`src/rtl/yasac_pkg.sv`:
```
// Shared definitions for the YASAC data path: ALU op encodings, status bit
// indices, instruction field positions and the memory FSM state type.
package yasac_pkg;

    typedef enum logic [3:0] {
        ALU_ADD   = 4'h0,
        ALU_SUB   = 4'h1,
        ALU_AND   = 4'h2,
        ALU_OR    = 4'h3,
        ALU_XOR   = 4'h4,
        ALU_NOT   = 4'h5,
        ALU_PASSA = 4'h6,
        ALU_PASSB = 4'h7,
        ALU_SHL   = 4'h8,
        ALU_SHR   = 4'h9,
        ALU_INC   = 4'hA,
        ALU_DEC   = 4'hB
    } alu_op_e;

    localparam int unsigned ST_C = 0;
    localparam int unsigned ST_Z = 1;
    localparam int unsigned ST_N = 2;
    localparam int unsigned ST_V = 3;

    localparam int unsigned IR_OPC_LSB = 11;
    localparam int unsigned IR_OPC_W   = 5;
    localparam int unsigned IR_S_LSB   = 8;
    localparam int unsigned IR_S_W     = 3;
    localparam int unsigned IR_K_LSB   = 0;
    localparam int unsigned IR_K_W     = 8;
    localparam int unsigned IR_SB_LSB  = 0;

    typedef enum logic {
        MEM_IDLE = 1'b0,
        MEM_WAIT = 1'b1
    } mem_state_e;

endpackage

```
`src/rtl/data_unit_p_if.sv`:
```
// Memory-side request/acknowledge bus of the data unit.
interface data_unit_p_if #(
    parameter int unsigned DW = 8
);
    logic          mem_req;
    logic          mem_ack;
    logic          mem_we;
    logic [DW-1:0] mem_addr;
    logic [DW-1:0] mem_wdata;
    logic [DW-1:0] mem_rdata;

    modport master (
        output mem_req, mem_addr, mem_wdata, mem_we,
        input  mem_ack, mem_rdata
    );

    modport slave (
        input  mem_req, mem_addr, mem_wdata, mem_we,
        output mem_ack, mem_rdata
    );
endinterface

```
`src/rtl/alu.sv`:
```
// DW-wide ALU; status carries C/Z/N/V in the low nibble, upper bits zero.
module alu
    import yasac_pkg::*;
#(
    parameter int unsigned DW = 8
) (
    input  logic [3:0]    op,
    input  logic [DW-1:0] a,
    input  logic [DW-1:0] b,
    output logic [DW-1:0] y,
    output logic [7:0]    status
);
    logic          c;
    logic          v;
    logic [DW:0]   ext;

    always_comb begin
        y   = '0;
        c   = 1'b0;
        v   = 1'b0;
        ext = '0;
        case (alu_op_e'(op))
            ALU_ADD: begin
                ext = {1'b0, a} + {1'b0, b};
                y   = ext[DW-1:0];
                c   = ext[DW];
                v   = (a[DW-1] == b[DW-1]) && (y[DW-1] != a[DW-1]);
            end
            // carry holds the borrow on subtraction
            ALU_SUB: begin
                ext = {1'b0, a} - {1'b0, b};
                y   = ext[DW-1:0];
                c   = ext[DW];
                v   = (a[DW-1] != b[DW-1]) && (y[DW-1] != a[DW-1]);
            end
            ALU_AND:   y = a & b;
            ALU_OR:    y = a | b;
            ALU_XOR:   y = a ^ b;
            ALU_NOT:   y = ~a;
            ALU_PASSA: y = a;
            ALU_PASSB: y = b;
            ALU_SHL: begin
                y = {a[DW-2:0], 1'b0};
                c = a[DW-1];
            end
            ALU_SHR: begin
                y = {1'b0, a[DW-1:1]};
                c = a[0];
            end
            ALU_INC: begin
                ext = {1'b0, a} + (DW+1)'(1);
                y   = ext[DW-1:0];
                c   = ext[DW];
            end
            ALU_DEC: begin
                ext = {1'b0, a} - (DW+1)'(1);
                y   = ext[DW-1:0];
                c   = ext[DW];
            end
            default: y = b;
        endcase
        status       = '0;
        status[ST_C] = c;
        status[ST_Z] = (y == '0);
        status[ST_N] = y[DW-1];
        status[ST_V] = v;
    end
endmodule

```
`src/rtl/ret_stack.sv`:
```
// Return-address LIFO; clr has priority over pop, pop over push.
module ret_stack #(
    parameter int unsigned W = 8,
    parameter int unsigned D = 4
) (
    input  logic         clk,
    input  logic         rst_n,
    input  logic         clr,
    input  logic         push,
    input  logic         pop,
    input  logic [W-1:0] din,
    output logic         full,
    output logic         empty,
    output logic [W-1:0] top
);
    localparam int unsigned SPW = $clog2(D + 1);
    localparam int unsigned IW  = $clog2(D);

    logic [SPW-1:0] sp_q, sp_d;
    logic [W-1:0]   mem_q [D];
    logic [W-1:0]   mem_d [D];
    logic [IW-1:0]  wr_idx, rd_idx;

    assign full   = (sp_q == SPW'(D));
    assign empty  = (sp_q == '0);
    assign wr_idx = IW'(sp_q);
    assign rd_idx = IW'(sp_q - SPW'(1));
    assign top    = empty ? '0 : mem_q[rd_idx];

    always_comb begin
        sp_d  = sp_q;
        mem_d = mem_q;
        if (clr) begin
            sp_d = '0;
        end else if (pop) begin
            if (!empty) sp_d = sp_q - SPW'(1);
        end else if (push && !full) begin
            mem_d[wr_idx] = din;
            sp_d          = sp_q + SPW'(1);
        end
    end

    always_ff @(posedge clk or negedge rst_n) begin
        if (!rst_n) sp_q <= '0;
        else        sp_q <= sp_d;
    end

    always_ff @(posedge clk) begin
        mem_q <= mem_d;
    end
endmodule

```
`src/rtl/data_unit_p.sv`:
```
// Parameterised data unit: register file, ALU, PC, IR, MAR, status and a
// request/ack memory FSM. Define YASAC_RSTACK_EN to enable call/ret stack.
module data_unit_p
    import yasac_pkg::*;
#(
    parameter int unsigned DW = 8,
    parameter int unsigned RN = 8,
    parameter int unsigned PW = 8,
    parameter int unsigned SD = 4
) (
    input  logic          clk,
    input  logic          rst_n,
    input  logic [3:0]    op,
    input  logic          ipc,
    input  logic          clpc,
    input  logic          wpc,
    input  logic          wir,
    input  logic          wreg,
    input  logic          inm,
    input  logic          wmem,
    input  logic          rmem,
    input  logic          wmar,
    input  logic          wsreg,
    input  logic          clsb,
    input  logic          sesb,
    input  logic          call,
    input  logic          ret,
    input  logic [15:0]   inst,
    output logic [PW-1:0] pc,
    output logic [4:0]    opcode,
    output logic [2:0]    s,
    output logic [7:0]    status,
    output logic          busy,
    output logic          stk_err,
    data_unit_p_if.master mem
);
    localparam int unsigned AW = $clog2(RN);

    logic [15:0]   ir_q, ir_d;
    logic [PW-1:0] pc_q, pc_d;
    logic [DW-1:0] mar_q, mar_d;
    logic [7:0]    status_q, status_d;
    logic [DW-1:0] regs_q [RN];
    logic [DW-1:0] regs_d [RN];
    mem_state_e    state_q, state_d;
    logic [DW-1:0] addr_q, addr_d;
    logic [DW-1:0] wdata_q, wdata_d;
    logic [AW-1:0] tsa_q, tsa_d;
    logic          rd_q, rd_d;

    logic [AW-1:0] sa, sb;
    logic [DW-1:0] k, a_op, b_op, bus;
    logic [7:0]    alu_status;
    logic [PW-1:0] bus_pc, pc_inc;
    logic          rd_done;

    assign sa     = ir_q[IR_S_LSB +: AW];
    assign sb     = ir_q[IR_SB_LSB +: AW];
    assign k      = DW'(ir_q[IR_K_LSB +: IR_K_W]);
    assign a_op   = regs_q[sa];
    assign b_op   = inm ? k : regs_q[sb];
    assign bus_pc = PW'(bus);
    assign pc_inc = pc_q + PW'(1);

    assign pc     = pc_q;
    assign opcode = ir_q[IR_OPC_LSB +: IR_OPC_W];
    assign s      = ir_q[IR_S_LSB +: IR_S_W];
    assign status = status_q;

    alu #(.DW(DW)) u_alu (
        .op     (op),
        .a      (a_op),
        .b      (b_op),
        .y      (bus),
        .status (alu_status)
    );

`ifdef YASAC_RSTACK_EN
    logic          stk_push, stk_pop, stk_full, stk_empty;
    logic          stk_err_q, stk_err_d;
    logic [PW-1:0] stk_top;

    // ret outranks call, so at most one of push/pop reaches the stack
    assign stk_pop  = !clpc && ret;
    assign stk_push = !clpc && !ret && call;

    ret_stack #(.W(PW), .D(SD)) u_ret_stack (
        .clk   (clk),
        .rst_n (rst_n),
        .clr   (clpc),
        .push  (stk_push),
        .pop   (stk_pop),
        .din   (pc_inc),
        .full  (stk_full),
        .empty (stk_empty),
        .top   (stk_top)
    );

    always_comb begin
        stk_err_d = stk_err_q;
        if (clpc)                          stk_err_d = 1'b0;
        else if (stk_pop && stk_empty)     stk_err_d = 1'b1;
        else if (stk_push && stk_full)     stk_err_d = 1'b1;
    end

    always_ff @(posedge clk or negedge rst_n) begin
        if (!rst_n) stk_err_q <= 1'b0;
        else        stk_err_q <= stk_err_d;
    end

    assign stk_err = stk_err_q;
`else
    logic unused_stack;
    assign unused_stack = call ^ ret ^ (SD == 0);
    assign stk_err      = 1'b0;
`endif

    // A stack fault holds pc rather than falling through to ipc/wpc.
    always_comb begin
        pc_d = pc_q;
        if (clpc) begin
            pc_d = '0;
`ifdef YASAC_RSTACK_EN
        end else if (ret) begin
            if (!stk_empty) pc_d = stk_top;
        end else if (call) begin
            if (!stk_full) pc_d = bus_pc;
`endif
        end else if (ipc) begin
            pc_d = pc_inc;
        end else if (wpc) begin
            pc_d = bus_pc;
        end
    end

    always_comb begin
        ir_d     = wir  ? inst : ir_q;
        mar_d    = wmar ? bus  : mar_q;
        status_d = status_q;
        if (wsreg)     status_d    = alu_status;
        else if (clsb) status_d[s] = 1'b0;
        else if (sesb) status_d[s] = 1'b1;
    end

    always_comb begin
        state_d = state_q;
        addr_d  = addr_q;
        wdata_d = wdata_q;
        tsa_d   = tsa_q;
        rd_d    = rd_q;
        case (state_q)
            MEM_IDLE: begin
                if (rmem || wmem) begin
                    state_d = MEM_WAIT;
                    addr_d  = mar_q;
                    wdata_d = bus;
                    tsa_d   = sa;
                    rd_d    = rmem;
                end
            end
            MEM_WAIT: begin
                if (mem.mem_ack) state_d = MEM_IDLE;
            end
        endcase
    end

    assign busy          = (state_q == MEM_WAIT);
    assign rd_done       = busy && mem.mem_ack && rd_q;
    assign mem.mem_req   = busy;
    assign mem.mem_we    = busy && !rd_q;
    assign mem.mem_addr  = busy ? addr_q  : mar_q;
    assign mem.mem_wdata = busy ? wdata_q : bus;

    // read completion is applied last so it wins over wreg to the same index
    always_comb begin
        regs_d = regs_q;
        if (wreg)    regs_d[sa]    = bus;
        if (rd_done) regs_d[tsa_q] = mem.mem_rdata;
    end

    always_ff @(posedge clk) begin
        regs_q <= regs_d;
    end

    always_ff @(posedge clk or negedge rst_n) begin
        if (!rst_n) begin
            ir_q     <= '0;
            pc_q     <= '0;
            mar_q    <= '0;
            status_q <= '0;
            state_q  <= MEM_IDLE;
            addr_q   <= '0;
            wdata_q  <= '0;
            tsa_q    <= '0;
            rd_q     <= 1'b0;
        end else begin
            ir_q     <= ir_d;
            pc_q     <= pc_d;
            mar_q    <= mar_d;
            status_q <= status_d;
            state_q  <= state_d;
            addr_q   <= addr_d;
            wdata_q  <= wdata_d;
            tsa_q    <= tsa_d;
            rd_q     <= rd_d;
        end
    end
endmodule

```
`src/flat_wrapper.sv`:
```
// flat-port wrapper written by rule: the top's interface ports become plain ports
module data_unit_p_flat import yasac_pkg::*;
#(
    parameter int unsigned DW = 8,
    parameter int unsigned RN = 8,
    parameter int unsigned PW = 8,
    parameter int unsigned SD = 4
)
  (clk, rst_n, op, ipc, clpc, wpc, wir, wreg, inm, wmem, rmem, wmar, wsreg, clsb, sesb, call, ret, inst, pc, opcode, s, status, busy, stk_err, mem_mem_req, mem_mem_addr, mem_mem_wdata, mem_mem_we, mem_mem_ack, mem_mem_rdata);
  data_unit_p_if #(.DW(DW)) mem_i ();
  input  logic clk;
  input  logic rst_n;
  input  logic [3:0] op;
  input  logic ipc;
  input  logic clpc;
  input  logic wpc;
  input  logic wir;
  input  logic wreg;
  input  logic inm;
  input  logic wmem;
  input  logic rmem;
  input  logic wmar;
  input  logic wsreg;
  input  logic clsb;
  input  logic sesb;
  input  logic call;
  input  logic ret;
  input  logic [15:0] inst;
  output logic [PW-1:0] pc;
  output logic [4:0] opcode;
  output logic [2:0] s;
  output logic [7:0] status;
  output logic busy;
  output logic stk_err;
  output wire logic [$bits(mem_i.mem_req)-1:0] mem_mem_req;
  output wire logic [$bits(mem_i.mem_addr)-1:0] mem_mem_addr;
  output wire logic [$bits(mem_i.mem_wdata)-1:0] mem_mem_wdata;
  output wire logic [$bits(mem_i.mem_we)-1:0] mem_mem_we;
  input wire logic [$bits(mem_i.mem_ack)-1:0] mem_mem_ack;
  input wire logic [$bits(mem_i.mem_rdata)-1:0] mem_mem_rdata;
  assign mem_mem_req = mem_i.mem_req;
  assign mem_mem_addr = mem_i.mem_addr;
  assign mem_mem_wdata = mem_i.mem_wdata;
  assign mem_mem_we = mem_i.mem_we;
  assign mem_i.mem_ack = mem_mem_ack;
  assign mem_i.mem_rdata = mem_mem_rdata;
  data_unit_p #(.DW(DW), .RN(RN), .PW(PW), .SD(SD)) u_core (.clk(clk), .rst_n(rst_n), .op(op), .ipc(ipc), .clpc(clpc), .wpc(wpc), .wir(wir), .wreg(wreg), .inm(inm), .wmem(wmem), .rmem(rmem), .wmar(wmar), .wsreg(wsreg), .clsb(clsb), .sesb(sesb), .call(call), .ret(ret), .inst(inst), .pc(pc), .opcode(opcode), .s(s), .status(status), .busy(busy), .stk_err(stk_err), .mem(mem_i));
endmodule
```
`config.mk`:
```
export PLATFORM = sky130hd
export DESIGN_NAME = data_unit_p_flat
export DESIGN_NICKNAME = d
export VERILOG_FILES = /design/src/rtl/yasac_pkg.sv /design/src/rtl/data_unit_p_if.sv /design/src/rtl/alu.sv /design/src/rtl/ret_stack.sv /design/src/rtl/data_unit_p.sv /design/src/flat_wrapper.sv
export SDC_FILE = /design/constraint.sdc
export NUM_CORES = 1
export LEC_CHECK = 0
export CORE_MARGIN = 4
export CORE_UTILIZATION = 35
export CTS_BUF_LIST = sky130_fd_sc_hd__clkbuf_4 sky130_fd_sc_hd__clkbuf_8 sky130_fd_sc_hd__clkbuf_16
export DETAILED_ROUTE_END_ITERATION = 10
export GPL_TIMING_DRIVEN = 0
export SETUP_SLACK_MARGIN = 0.05
export SYNTH_ARGS = -nofsm -noshare
export SYNTH_HDL_FRONTEND = slang
export SYNTH_SLANG_ARGS = --single-unit
```
`constraint.sdc`:
```
create_clock -name clk -period 6 [get_ports clk]
set_input_delay 0.6 -clock clk [delete_from_list [all_inputs] [get_ports clk]]
set_output_delay 0.6 -clock clk [all_outputs]
set_load 0.005 [all_outputs]
```
# == Yosys cells after proc, flatten, opt, wreduce, memory -nomap -nowiden ==
# Cells that the tools add are included.
# totals
reg_bits,125
latch_bits,0
ram_bits,0
mem_bits_ro,0
word_cells,100
mem_count,0
# classes
n_addsub,5
mul,0
div_mod_pow,0
n_lt_le_gt_ge,7
n_eq_ne,14
shift,0
n_mux,31
n_bitwise,11
reduce_logical,15
# op_table
cell,count
64-bit bitwise mux,2
64-bit 2-to-1 mux,2
8-bit 2-to-1 mux,15
8-bit one-hot mux with 11 select lines,1
8-bit binary-select mux with 3-bit select,2
8-bit demux with 3-bit select,2
8-bit bitwise AND,2
"4-bit equality test, second input constant",4
8-bit NOT,2
8-bit bitwise OR,2
"4-bit by 3-bit equality test with 1-bit output, second input constant",3
"4-bit >= comparator, second input constant",3
3-bit NOT with 4-bit output,3
"8-bit by 1-bit adder with 9-bit output, second input constant",1
8-bit by 8-bit adder with 9-bit output,1
"8-bit by 1-bit subtractor with 9-bit output, second input constant",1
8-bit by 8-bit subtractor with 9-bit output,1
"8-bit by 1-bit adder with 8-bit output, second input constant",1
"4-bit by 2-bit equality test with 1-bit output, second input constant",2
1-bit logical AND,8
8-bit zero test,1
"4-bit by 1-bit less-than comparator with 1-bit output, second input constant",2
8-bit XOR,1
1-bit one-hot mux with 6 select lines,1
14 further kinds,20

# == Depth between registers and ports, before layout ==
# depth
word_depth,11
ltp_mapped,17

# == Hierarchy ==
# A second synthesis with hierarchy kept.
# unflattened
hier_cells,974
area_unflattened_um2,8842.2
# modules_own_cells
mod,instances,cells_per_inst,area_each_um2,seq_area_each_um2
data_unit_p,1,661,6676.4,2807.7
alu,1,313,2165.8,0.0

# == Least setup slack after synthesis ==
# OpenSTA, ideal clock, no wires.
# synth_timing
path_type,reg2out
start,reg u_core.ir_q[0]
end,out mem_mem_wdata[6]
arrival_time_ns,3.833
path_slack_ns,1.567
path_stages_with_launch,17
path_buffers,3
cell_sequence,dfrtp_1 > buf_2 > buf_2 > mux4_2 > mux2i_1 > nor2_1 > a21oi_1 > ha_1 > clkbuf_1 > nor2b_1 > a2bb2oi_1 > o32ai_1 > or3_1 > a221oi_1 > o211ai_1 > o31ai_2 > o21ai_0
# synth_via
elab_chain_cells,8
# synth_rtl
item,line_no,source
start: declaration,data_unit_p.sv:39,"logic [15:0] ir_q, ir_d;"
start signal: assignment,data_unit_p.sv:197,ir_q <= ir_d;
3-bit NOT with 4-bit output (implied by the code),data_unit_p.sv:61,assign b_op = inm ? k : regs_q[sb];
8-bit binary-select mux with 3-bit select,data_unit_p.sv:61,
8-bit 2-to-1 mux (implied by the code) (2 in a row),data_unit_p.sv:61,
8-bit 2-to-1 mux (*),data_unit_p.sv:61,
"8-bit by 8-bit subtractor with 9-bit output, or another cell as far along",alu.sv:31,"ext = {1'b0, a} - {1'b0, b};"
8-bit one-hot mux with 11 select lines (*),alu.sv:22,case (alu_op_e'(op))
8-bit 2-to-1 mux (*),data_unit_p.sv:172,assign mem.mem_wdata = busy ? wdata_q : bus;
end: declaration,flat_wrapper.sv:37,output wire logic [$bits(mem_i.mem_wdata)-1:0] mem_mem_wdata;
# Every way passes the cells marked *; elsewhere a longest branch is shown, timed or not. The select of a mux whose other input is x is not followed.

# == Final worst setup path ==
# layout_timing
start,reg u_core.ir_q[1]
end,out mem_mem_wdata[4]
# Same word-level chain as after synthesis.

==> results.toml <==
[yosys]
avgSynthCellArea_sq_um = 8.61
ys_warn_count = 0
syn_inst = 1029
yosys_register_bits = 125
netlist_area_sq_um = 8860
synth-edff-count = 0
synthDistinctLibCells = 85
synthFlopType = "dfxtp_1"
syn-num-nets = 1104
seq_area_frac_synth_pct = 31.7
synthArstFlopShare_pct = 48.8

[clock_network]
holdBufCountCts = 0
insertion_delay_ns = 0.43
h-tree-depth = 4
clock_sinks = 125
cts_tree = "yes"
path_clk_slew_ns = 0.06
cts_buffers = 17
cts_root_buf = "clkbuf_16"
clock_path_buffers = 2

[detailed_routing]
vias = 8556
drt-pass1-iter-count = 6
wl_per_cell_um = 21.7
postRouteAntennaNets = 0
vias_per_cell = 5.86
drt-initial-drc-count = 1020
wl_um = 31700
remaining_drc_errors = 0

[setup_path]
rr_worst_depth = 15
cp_common_cell = "a21oi_1"
regToRegSetupSlack_ns = 1.16
critPathArrivalTime_ns = 5.19
r2r_end = "u_core.pc[6]$_DFFE_PN0P_"
critPathMaxFanout = 10
worst-setup-path-type = "flop to output pin"
cp_top_family = "compound AO/OA/AOI/OAI gates"
critical_path_required_ns = 5.40
end_kind = "output pin"
worstReg2RegStart = "u_core.ir_q[1]$_DFFE_PN0P_"
path_cells = "mux4_2 > o21a_1 > a21oi_1 > inv_1 > ha_1 > fa_1 > o21bai_1 > a21oi_1 > a221o_1 > a211o_1 > o32ai_4 > clkbuf_4 > o21ai_0 > clkdlybuf4s50_1"
cp_slowest_cell = "mux4_2"
start_kind = "flop"
path_buf_inv = 3
max_stage_delay_ns = 0.56
setup.worst_path.start = "u_core.ir_q[1]$_DFFE_PN0P_"

[sta]
rsz0062_at_grt = "true"
period_share_pct = 96.5
setup_violations = 0
period_minus_slack_ns = 5.79
drv_slew = 0
max_slew_margin_pct = 21.5
fin_skew_ns = 0.00734
fmax_ghz = 0.173
tightest_slew_ns = 1.16
timing.final.ws_setup_ns = 0.213
hold_violations = 0

[place]
io_buffers = 71
place_ws_ns = -0.436
hpwl_um = 23000
gp_congestion = 0.968
place_area_sq_um = 9980

[floorplan]
initial_core_util_pct = 36.0
die_width_um = 167
die_h_um = 167
rows = 57
core_area_sq_um = 24600
dieArea_sq_um = 27900
ios = 89

[final_layout]
final_cell_area_sq_um = 10700
num-fill-cells = 2423
insertedDiodeCount = 0
final_nets = 1197
drive_above_1_share_pct = 14.2
area_delta_synth_final_pct = 20.5

[worst_hold_path]
hp-class = "input port to asynchronous set/reset pin"

[grt]
grt_overflow_total = 0
grt_start_max_net_pins = 62
grt_pass1_wl_um = 47800
grt_pass1_vias = 7916
grt_usage_pct = 21.9
antenna_found_initial = 0

[power]
p_leak_nw = 4.25
power.density_nw_per_um2 = 453
ir_worst_vdd_mv = 0.232

[flow_run]
drv_cap = 0

[status]
outcome = "complete, no violations"
[metrics by stage]
stage                     total power, mW  util (%)  cells  TNS [ns]  hold WS [ns]
after floorplan                      2.98         -   1029         0         0.304
after global placement               3.68      40.5   1424     -1.30         0.462
after detailed placement             3.71      40.6   1425    -0.751         0.471
after CTS                            4.74      43.0   1457   -0.0115         0.285
after global routing                 5.12      43.4   1459  -0.00175         0.314
final                                4.83      43.4   1459         0         0.255
[flip-flops by register name, summed over array words and instances (netlist names), named ones only]
signal and flops:
u_core.addr_q 8, u_core.busy 1, u_core.ir_q 16, u_core.mar_q 8
u_core.pc 8, u_core.rd_q 1, u_core.regs_q 64, u_core.status 4
u_core.tsa_q 3, u_core.wdata_q 8
[synth_stat cells, drive strengths merged, types with 5 or more instances]
library cell / n / area share (%)
clkbuf: 47 / 2.0
o311ai: 9 / 0.89
nand3: 20 / 1.1
mux4: 26 / 6.8
buf: 44 / 3.1
a22oi: 5 / 0.42
a221oi: 11 / 1.3
a211oi: 16 / 1.4
a21oi: 80 / 4.6
ha: 28 / 4.0
a31oi: 17 / 1.2
o22ai: 7 / 0.65
o21a: 31 / 2.6
a32oi: 5 / 0.49
xnor2: 16 / 1.6
dfxtp: 64 / 14
nor2b: 15 / 1.1
a221o: 5 / 0.58
nor3: 11 / 0.62
and3: 5 / 0.35
mux2: 24 / 3.1
nand4: 6 / 0.42
inv: 47 / 2.0
o211ai: 29 / 2.9
o31ai: 5 / 0.48
nand2: 117 / 5.0
mux2i: 23 / 3.3
dfrtp: 61 / 17
o21ai: 71 / 4.0
nand2b: 8 / 0.57
nor2: 105 / 4.5
[worst reg2reg max path: stages (launching register included)]
cell,delay (ns)
dfrtp_2,0.55
clkbuf_2,0.39
mux4_2,0.36
mux2i_1,0.29
nor2_1,0.10
a21oi_2,0.26
ha_1,0.38
nor2b_1,0.19
a2bb2oi_1,0.15
o32ai_1,0.10
or3_1,0.38
a221oi_1,0.25
o211ai_1,0.29
buf_4,0.26
o311ai_1,0.57
a221oi_1,0.16
[worst max path at each step]
stage	depth (start not counted)	to	slack, ns
6_report	14	mem_mem_wdata[4]	0.21
5_1_grt	16	mem_mem_wdata[6]	-0.002
4_1_cts	14	mem_mem_wdata[4]	-0.01
3_5_place_dp	16	mem_mem_wdata[7]	-0.44
3_3_place_gp	16	mem_mem_wdata[7]	-0.47
2_1_floorplan	16	mem_mem_wdata[6]	1.57
[layer usage]
metal	share of wire (%)	track usage, %	vias to the layer above
li1	-	-	3945
met1	43	30.2	4179
met2	47	35.6	385
met3	7.2	3.22	47
met4	2.3	6.55	0
met5	0	0	-
[what timing repair did]
action / CTS / global route
endpoints found under the setup margin: 7 / 6
endpoints found under the hold margin: 0 / 0
resized for setup: 11 / 13
gates cloned: 0 / 0
pin swaps: 1 / 1
setup buffers: 1 / 2
[area by class of cell]
class | instances | area [sq um] | area share (%)
clock inverters | 15 | 135 | 1.27
plain buffers | 89 | 452 | 4.23
flip-flops and latches | 125 | 2810 | 26.3
well taps | 324 | 405 | 3.80
repair buffers | 76 | 746 | 6.99
multi-input cells | 766 | 5520 | 51.7
inverters | 47 | 176 | 1.65
clock buffers | 17 | 425 | 3.99
[cell usage in the layout (no fill, tap or decap), drive strengths merged, types with 17 or more instances in the layout]
master / Yosys / final
nor2: 105 / 105
dfrtp: 61 / 61
clkbuf: 47 / 65
o211ai: 29 / 29
o21ai: 71 / 71
o21a: 31 / 31
buf: 44 / 47
mux4: 26 / 26
dfxtp: 64 / 64
a21oi: 80 / 80
clkdlybuf4s50: 0 / 70
nand2: 117 / 117
mux2: 24 / 24
a31oi: 17 / 17
inv: 47 / 53
nand3: 20 / 20
mux2i: 23 / 23
ha: 28 / 28
[logic make-up (layout without fill, tap and decap cells)]
group	after synthesis	in the layout	synth area share, %
adders and majority gates	30	30	4.41
AOI/OAI and AO/OA	338	338	26.7
and+or+nand+nor	304	304	15.0
other	1	1	0.0423
DFF	125	125	31.7
muxes	73	73	13.1
xor gates and xnor gates	20	20	1.98
buffers and inverters	138	244	7.05
[report_power, final]
| part | total, mW | internal, mW | switching [mW] |
|---|---|---|---|
| Combinational | 2.44 | 1.06 | 1.38 |
| Sequential | 1.40 | 1.16 | 0.238 |
| Clock | 0.991 | 0.574 | 0.417 |
| Total | 4.83 | 2.80 | 2.03 |
(Power assumes the default switching activity.)
